$ cat src/rtl/mor1kx_snoop_pkg.sv
// mor1kx_snoop_pkg: state encodings and tag geometry helpers shared by the snoop responder.
package mor1kx_snoop_pkg;

    localparam logic [2:0] ST_IDLE      = 3'd0;
    localparam logic [2:0] ST_GRANT     = 3'd1;
    localparam logic [2:0] ST_TAG_RD    = 3'd2;
    localparam logic [2:0] ST_DATA_RD   = 3'd3;
    localparam logic [2:0] ST_RESP      = 3'd4;
    localparam logic [2:0] ST_WAIT_DROP = 3'd5;

    typedef enum logic [2:0] {
        IDLE      = ST_IDLE,
        GRANT     = ST_GRANT,
        TAG_RD    = ST_TAG_RD,
        DATA_RD   = ST_DATA_RD,
        RESP      = ST_RESP,
        WAIT_DROP = ST_WAIT_DROP
    } snoop_state_e;

    function automatic int tag_width(input int dw, input int bw, input int sw);
        return dw - bw - sw;
    endfunction

    // The valid flag sits directly above the tag bits in a tag RAM word.
    function automatic int tag_valid_bit(input int tw);
        return tw;
    endfunction

endpackage

$ cat src/rtl/mor1kx_snoop_responder.sv
// mor1kx_snoop_responder: answers interconnect snoops by borrowing the data-cache
// RAM ports, returning the cached word on a hit and invalidating that line.
module mor1kx_snoop_responder
    import mor1kx_snoop_pkg::*;
#(
    parameter int DATA_WIDTH = 32,
    parameter int OPTION_DCACHE_BLOCK_WIDTH = 5,
    parameter int OPTION_DCACHE_SET_WIDTH = 9,
    parameter int TAG_WIDTH = tag_width(DATA_WIDTH, OPTION_DCACHE_BLOCK_WIDTH, OPTION_DCACHE_SET_WIDTH)
) (
    input  logic                                                      wb_clk_i,
    input  logic                                                      wb_rst_i,
    input  logic [DATA_WIDTH-1:0]                                     snoop_adr_i,
    input  logic                                                      snoop_req_i,
    output logic                                                      snoop_ack_o,
    output logic                                                      snoop_hit_o,
    output logic [DATA_WIDTH-1:0]                                     snoop_dat_o,
    output logic                                                      cache_req_o,
    input  logic                                                      cache_gnt_i,
    output logic                                                      tag_re_o,
    output logic                                                      tag_we_o,
    output logic [OPTION_DCACHE_SET_WIDTH-1:0]                        tag_adr_o,
    output logic [TAG_WIDTH:0]                                        tag_wdat_o,
    input  logic [TAG_WIDTH:0]                                        tag_dat_i,
    output logic                                                      data_re_o,
    output logic [OPTION_DCACHE_SET_WIDTH+OPTION_DCACHE_BLOCK_WIDTH-3:0] data_adr_o,
    input  logic [DATA_WIDTH-1:0]                                     data_dat_i
);

    localparam int BW = OPTION_DCACHE_BLOCK_WIDTH;
    localparam int SW = OPTION_DCACHE_SET_WIDTH;
    localparam int VB = tag_valid_bit(TAG_WIDTH);

    snoop_state_e              state_q;
    logic [DATA_WIDTH-1:2]     adr_q;
    logic                      ack_q, hit_q, cache_req_q, tag_re_q, tag_we_q, data_re_q;
    logic [DATA_WIDTH-1:0]     dat_q;
    logic [SW-1:0]             tag_adr_q;
    logic [TAG_WIDTH:0]        tag_wdat_q;
    logic [SW+BW-3:0]          data_adr_q;
    logic                      hit_d;
    logic                      unused_lsb;

    // Byte lanes within a word never affect a snoop.
    assign unused_lsb = ^snoop_adr_i[1:0];

    assign hit_d = tag_dat_i[VB] & (tag_dat_i[TAG_WIDTH-1:0] == adr_q[DATA_WIDTH-1:BW+SW]);

    always_ff @(posedge wb_clk_i) begin
        if (!wb_rst_i) begin
            state_q     <= IDLE;
            adr_q       <= '0;
            ack_q       <= 1'b0;
            hit_q       <= 1'b0;
            dat_q       <= '0;
            cache_req_q <= 1'b0;
            tag_re_q    <= 1'b0;
            tag_we_q    <= 1'b0;
            data_re_q   <= 1'b0;
            tag_adr_q   <= '0;
            tag_wdat_q  <= '0;
            data_adr_q  <= '0;
        end else begin
            tag_re_q  <= 1'b0;
            tag_we_q  <= 1'b0;
            data_re_q <= 1'b0;
            case (state_q)
                IDLE: if (snoop_req_i) begin
                    adr_q       <= snoop_adr_i[DATA_WIDTH-1:2];
                    cache_req_q <= 1'b1;
                    state_q     <= GRANT;
                end
                GRANT: if (cache_gnt_i) begin
                    tag_re_q  <= 1'b1;
                    tag_adr_q <= adr_q[BW+SW-1:BW];
                    state_q   <= TAG_RD;
                end
                TAG_RD: if (hit_d) begin
                    // Read the word and drop the line in the same cycle.
                    data_re_q  <= 1'b1;
                    tag_we_q   <= 1'b1;
                    data_adr_q <= adr_q[BW+SW-1:2];
                    tag_wdat_q <= {1'b0, adr_q[DATA_WIDTH-1:BW+SW]};
                    state_q    <= DATA_RD;
                end else begin
                    ack_q   <= 1'b1;
                    hit_q   <= 1'b0;
                    dat_q   <= '0;
                    state_q <= RESP;
                end
                DATA_RD: begin
                    ack_q   <= 1'b1;
                    hit_q   <= 1'b1;
                    dat_q   <= data_dat_i;
                    state_q <= RESP;
                end
                RESP: begin
                    ack_q       <= 1'b0;
                    hit_q       <= 1'b0;
                    dat_q       <= '0;
                    cache_req_q <= 1'b0;
                    state_q     <= WAIT_DROP;
                end
                WAIT_DROP: if (!snoop_req_i) state_q <= IDLE;
                default: state_q <= IDLE;
            endcase
        end
    end

    assign snoop_ack_o = ack_q;
    assign snoop_hit_o = hit_q;
    assign snoop_dat_o = dat_q;
    assign cache_req_o = cache_req_q;
    assign tag_re_o    = tag_re_q;
    assign tag_we_o    = tag_we_q;
    assign tag_adr_o   = tag_adr_q;
    assign tag_wdat_o  = tag_wdat_q;
    assign data_re_o   = data_re_q;
    assign data_adr_o  = data_adr_q;

endmodule
$ cat config.mk
export PLATFORM = sky130hd
export DESIGN_NAME = mor1kx_snoop_responder
export DESIGN_NICKNAME = d
export VERILOG_FILES = /design/src/rtl/mor1kx_snoop_pkg.sv /design/src/rtl/mor1kx_snoop_responder.sv
export SDC_FILE = /design/constraint.sdc
export NUM_CORES = 1
export LEC_CHECK = 0
export BUFFER_PORTS_ARGS = -buffer_cell sky130_fd_sc_hd__buf_4
export CAP_MARGIN = 20
export CORE_MARGIN = 5
export CORE_UTILIZATION = 45
export DETAILED_ROUTE_END_ITERATION = 6
export GPL_ROUTABILITY_DRIVEN = 0
export PLACE_DENSITY = 0.79
export SKIP_CTS_REPAIR_TIMING = 1
export SYNTH_ARGS = -nofsm -noshare
export SYNTH_HDL_FRONTEND = slang
export SYNTH_SLANG_ARGS = --single-unit
$ cat constraint.sdc
create_clock -name wb_clk_i -period 2.4 [get_ports wb_clk_i]
set_input_delay 0.12 -clock wb_clk_i [delete_from_list [all_inputs] [get_ports wb_clk_i]]
set_output_delay 0.12 -clock wb_clk_i [all_outputs]
set_load 0.005 [all_outputs]
==> reports/results.ini, run 1 <==
[run_status]
status=complete, but fails checks
violations=hold timing

[floorplanning]
ioPinCount=165
chipWidth_um=111.2
initial_core_util_pct=45.45
cell_rows=37
fp.dieArea_sq_um=12360
core_region_area_sq_um=10140
die_y_um=111.2

[worst_setup_path]
peak_fanout_along_the_critical_path=30
ff2ff_path_depth=6
crit_path_end_kind=register
rrSetupSlack_ps=330
reg2reg_to=tag_wdat_o[3]
worst_setup_path_endpoint=tag_wdat_o[3]
setup.worst_path.class=reg -> reg
setup.worst_path.start_class=register
critical_path_arrival_ps=2370
rr_startpoint=adr_q[29]
cp-startpoint=adr_q[29]
critical_path_required_ps=2700

[timing]
layout_setup_ws_ps=330.6
tns_ps=0
worst_clock_skew_ps=12.51
setup_viol=0
final.min_clock_period_ps=2069
worst-slew-pin-transition_ps=569.0
number_of_hold_slack_violations_in_the_final_timing_report=4
final.period_utilization_pct=86.23
slew_violations=0
relSlewSlack_pct=61.71
setup_repair_after_global_routing_missed_its_margin=no
achievable-frequency_mhz=483.2
worst_hold_slack_ps=-10.94

[placed_design]
numPortBuffers=161
post-dp-hpwl_mm=9.458
dpl_cells=794
pre_cts_ws_ps=169.5

[finish]
finalNonFillerCells=827
synthToLayoutAreaGrowth_pct=35.68
finish.utilization_pct=61.67
layout-drive-gt1-share_pct=33.57
area_of_combinational_cells_with_multiple_inputs_sq_um=2162
finalNetCount=773
register_area_sq_um=2182
n_antenna_cell=0
fillerInstances=861

[logic_synthesis]
post_synth_instance_area_sq_um=4608
synth.yosys.warnings=0
synth_top_flop_cell=sky130_fd_sc_hd__dfxtp_1
synthMostInstantiatedCell=sky130_fd_sc_hd__nand2_1
yosys.area.top_type_share_pct=47.35
synth_edf_count=0
synth_largest_area_cell=sky130_fd_sc_hd__dfxtp_1
postSynthRegisterBits=109
post_synth_main_area_contributors=sky130_fd_sc_hd__dfxtp_1, sky130_fd_sc_hd__nand2_1, sky130_fd_sc_hd__a211oi_2
ys_top_cells_by_count=sky130_fd_sc_hd__nand2_1, sky130_fd_sc_hd__dfxtp_1, sky130_fd_sc_hd__a21oi_1, sky130_fd_sc_hd__clkbuf_1, sky130_fd_sc_hd__o21ai_0
postSynthAreaPerCell_sq_um=8.678
ys_seq_area_share_pct=47.35
ys_async_sr_fraction_pct=0
synthCells=531
synth_cell_type_count=31
syn-num-nets=618

[clock_network]
root_buffer=sky130_fd_sc_hd__clkbuf_8
worst_skew_pair.late_latency_ps=370
clock_sink_count=109
cts_tree=done
numCtsBuffers=9
path_clk_slew_ps=110
htreeDepth=3
cts.path.max_buffers=2

[global_route]
grt_pass1_vias=4496
grt.total_usage_pct=20.92
grt.overflow.total=0
grt_max_degree=52
wire_length_of_the_first_global_routing_pass_mm=21.69
grt_antenna_before_repair=0

[power]
p_per_area_nw_per_um2=549.0
vdd_drop_max_mv=0.2826
power.leakage_uw=0.002409
total_power_uw=3432

[flow_run]
cap_viol_max_count=0

[routing]
vias=4555
drt_pass1_iterations=6
drt_iter0_markers=275
routed_via_density=5.508
route.detailed.drc=0
detail_route.wl_per_cell_um=16.19
antenna_left=0
detail_route.wirelength_mm=13.39

[hold_path]
hold_path.class=in -> reg

==> stage by stage <==
stage / hold slack (ps) / instance area (sq um)
5_1_grt: 0.5937 / 6252
3_3_place_gp: 369.2 / 5892
4_1_cts: -31.46 / 6072
2_1_floorplan: 237.6 / 4608
6_report: -10.94 / 6252
3_5_place_dp: 379.1 / 5892
==> state kept, by name, summed over array words and instances, names as in the netlist <==
register,count
tag_re_o,1
snoop_hit_o,1
snoop_ack_o,1
state_q,3
snoop_dat_o,32
cache_req_o,1
adr_q,30
data_re_o,1
tag_wdat_o,18
tag_adr_o,9
data_adr_o,12
==> layout make-up <==
| class | instances | area share (%) |
|---|---|---|
| sequential | 109 | 34.90 |
| multi-input combinational | 367 | 34.58 |
| timing repair buffer | 195 | 24.65 |
| tap | 136 | 2.722 |
| clock buffer | 9 | 1.981 |
| clock inverter | 7 | 0.9005 |
| inverter | 4 | 0.2602 |
==> cell usage in the layout, fill, tap and decap left out, types with 3 or more instances in the layout <==
cell type / Yosys / final
sky130_fd_sc_hd__nor2_1: 9 / 8
sky130_fd_sc_hd__clkbuf_8: 0 / 9
sky130_fd_sc_hd__dlygate4sd3_1: 0 / 16
sky130_fd_sc_hd__inv_1: 4 / 3
sky130_fd_sc_hd__nand4_1: 32 / 32
sky130_fd_sc_hd__xnor2_1: 10 / 10
sky130_fd_sc_hd__o21ai_0: 33 / 33
sky130_fd_sc_hd__a211oi_1: 3 / 3
sky130_fd_sc_hd__buf_4: 3 / 176
sky130_fd_sc_hd__and3_1: 3 / 3
sky130_fd_sc_hd__a21oi_1: 74 / 73
sky130_fd_sc_hd__buf_12: 0 / 3
sky130_fd_sc_hd__dfxtp_1: 109 / 109
sky130_fd_sc_hd__nand3_1: 4 / 4
sky130_fd_sc_hd__a211oi_2: 30 / 30
sky130_fd_sc_hd__inv_6: 0 / 3
sky130_fd_sc_hd__a22oi_1: 32 / 32
sky130_fd_sc_hd__xor2_1: 8 / 8
sky130_fd_sc_hd__nand2_1: 114 / 114
==> cells by family (layout without fill, tap and decap cells) <==
logic type | Yosys count | after routing | share of synthesized area (%)
and+or+nand+nor | 171 | 171 | 16.75
xor gates and xnor gates | 18 | 18 | 3.421
buffers and inverters | 55 | 215 | 5.865
DFF | 109 | 109 | 47.35
AOI/OAI and AO/OA | 177 | 177 | 26.53
other | 1 | 1 | 0.08138
==> critical path, cell delays in order (launching register included) <==
cell                      delay, ps
sky130_fd_sc_hd__dfxtp_1        350
sky130_fd_sc_hd__xor2_1         160
sky130_fd_sc_hd__nor4_1         540
sky130_fd_sc_hd__and2_1         270
sky130_fd_sc_hd__buf_4          340
sky130_fd_sc_hd__nand4_1        160
sky130_fd_sc_hd__a21oi_1        180
==> report_power, final <==
group	internal (uW)	switching (uW)	leakage, uW
clock network	391	650	0.0000906
registers	1860	46.5	0.000883
logic	223	261	0.00143
total	2480	957	0.00241
==> metal layers <==
layer  part of all wire (%)  vias to the layer above  GRT usage, %
li1                       -                     2195             -
met1                     41                     2149         25.91
met2                     49                      190         35.10
met3                    8.0                       21         5.568
met4                    1.7                        0         7.218
met5                      0                        -             0
==> worst min path at each step <==
stage,end,start,cells past startpoint
after floorplan,state_q[0],wb_rst_i,1
after global placement,adr_q[8],snoop_adr_i[8],3
after detailed placement,adr_q[10],snoop_adr_i[10],3
after CTS,adr_q[12],snoop_adr_i[12],3
after global routing,adr_q[6],snoop_adr_i[6],3
final,adr_q[6],snoop_adr_i[6],3
No activity file was read; power rests on OpenSTA's default activity.
==> run 2: changes to the inputs <==
Settings changed: PLACE_DENSITY 0.79 to 0.82.
Clock period 2.4 ns to 1.77 ns, I/O delays scaled along.
==> run 2 against run 1 <==
  * The run ends with hold timing, setup timing left
  * Fmax increased by 11%
  * Count of clock-buffer cells in the layout up 2
  * Clock power is 59% higher
  * Clock skew fell by 4.4 ps
  * Sequential power rose by 36%
  * Critical endpoint is now snoop_dat_o[30]
  * Highest routed layer unchanged
==> reports/results.ini, run 2 (synthesis results as in run 1) <==
[timing]
final.period_utilization_pct=105.5  ; +19 points
final.min_clock_period_ps=1868  ; -201.3 ps
slew_violations=0  ; unchanged
number_of_hold_slack_violations_in_the_final_timing_report=2  ; -2
setup_viol=38  ; +38
worst_hold_slack_ps=-18.44  ; -7.500 ps
layout_setup_ws_ps=-98.12  ; -428.7 ps
achievable-frequency_mhz=535.3  ; +11%
worst_clock_skew_ps=8.133  ; -4.380 ps
setup_repair_after_global_routing_missed_its_margin=yes

[global_route]
grt.total_usage_pct=22.15  ; +1.2 points
grt_pass1_vias=4522  ; +0.58%
wire_length_of_the_first_global_routing_pass_mm=22.67  ; +4.5%
grt.overflow.total=0  ; unchanged
grt_antenna_before_repair=0  ; unchanged
grt_max_degree=34  ; -35%

[finish]
layout-drive-gt1-share_pct=36.12  ; +2.5 points
synthToLayoutAreaGrowth_pct=51.75
most-common-layout-cells=sky130_fd_sc_hd__buf_4, sky130_fd_sc_hd__nand2_1, sky130_fd_sc_hd__dfxtp_1
final_common_cell=sky130_fd_sc_hd__buf_4
finalNetCount=836  ; +8.2%
finish.utilization_pct=68.97  ; +7.3 points
n_antenna_cell=0  ; unchanged
largest_reg_flops=32  ; unchanged

[floorplanning]
die_y_um=111.2  ; unchanged
fp.dieArea_sq_um=12360  ; unchanged
core_region_area_sq_um=10140  ; unchanged
ioPinCount=165  ; unchanged
initial_core_util_pct=45.45  ; unchanged
chipWidth_um=111.2  ; unchanged
cell_rows=37  ; unchanged

[worst_setup_path]
critical_path_required_ps=2060  ; -640 ps
critical_path_arrival_ps=2160  ; -210 ps
setup.worst_path.start_class=register
crit_path_end_kind=register
setup.worst_path.class=reg -> reg
peak_fanout_along_the_critical_path=13  ; -57%

[routing]
drt_pass1_iterations=5  ; -1
detail_route.wirelength_mm=15.47  ; +16%
routed_via_density=5.466  ; -0.77%
route.detailed.drc=0  ; unchanged
antenna_left=0  ; unchanged
drt_iter0_markers=339  ; +23%
vias=4859  ; +6.7%
detail_route.wl_per_cell_um=17.40  ; +7.5%

[run_status]
violations=hold timing, setup timing
status=complete, but fails checks

[clock_network]
htreeDepth=3  ; unchanged
numCtsBuffers=9  ; unchanged
cts_tree=done
clock_sink_count=109  ; unchanged
path_clk_slew_ps=100  ; about the same
worst_skew_pair.late_latency_ps=380  ; about the same
cts.path.max_buffers=2  ; unchanged
root_buffer=sky130_fd_sc_hd__clkbuf_8

[power]
vdd_drop_max_mv=0.4826  ; +71%
power.leakage_uw=0.002755  ; +14%
p_per_area_nw_per_um2=723.1  ; +32%

[hold_path]
hold_path.class=in -> reg

[placed_design]
numPortBuffers=161  ; unchanged
pre_cts_ws_ps=-192.3  ; -361.8 ps
post-dp-hpwl_mm=10.25  ; +8.4%

[flow_run]
cap_viol_max_count=0  ; unchanged

-- run 2: per-layer routing --
metal	up-vias	global-route usage (%)	wire, um
met3	38	7.587	1248
met2	226	37.11	7764
met5	-	0	0
li1	2313	-	-
met1	2282	26.71	6101
met4	0	7.056	357
-- run 2: final timing paths --
kind	from	endpoint	slack, ps	cells past startpoint
worst min register to register	snoop_ack_o	snoop_ack_o	450	2
worst max-delay path	adr_q[17]	snoop_dat_o[30]	-100	7
worst min-delay path	snoop_adr_i[30]	adr_q[30]	-20	3
worst max register to register	adr_q[17]	snoop_dat_o[30]	-100	7
-- run 2: cell type report --
class                           instances  area [sq um]
Multi-Input combinational cell        367          2230
Tap cell                              136         170.2
Clock inverter                          4         72.57
Inverter                                4         16.27
Fill cell                             746          3146
Timing Repair Buffer                  258          2172
Clock buffer                           11         141.4
Sequential cell                       109          2191
-- run 2: power breakdown --
part           leakage (uW)  internal [uW]  total, uW  switching (uW)
clock network      0.000105            827       1650             822
registers          0.000886           2530       2590            63.4
logic               0.00176            411        818             408
total               0.00275           3760       5060            1290
-- run 2: metrics by stage --
step                      setup TNS (ps)  area, sq um  std cells  power, uW  hold WS, ps
after floorplan                        0         4608        531       2967        206.1
after global placement             -4284         6075        815       3297        339.5
after detailed placement           -6970         6075        815       3319        347.3
after CTS                          -9481         6289        830       4943       -59.82
after global routing               -5349         6993        889       5257       -3.362
final                              -1217         6993        889       5057       -18.44
-- run 2: critical path, stage by stage (launching register included) --
cell and delay (ps):
sky130_fd_sc_hd__dfxtp_1 340, sky130_fd_sc_hd__xor2_1 190, sky130_fd_sc_hd__nor4_2 370, sky130_fd_sc_hd__buf_4 190, sky130_fd_sc_hd__and2_4 180, sky130_fd_sc_hd__a21oi_4 100
sky130_fd_sc_hd__buf_12 170, sky130_fd_sc_hd__a211oi_2 230
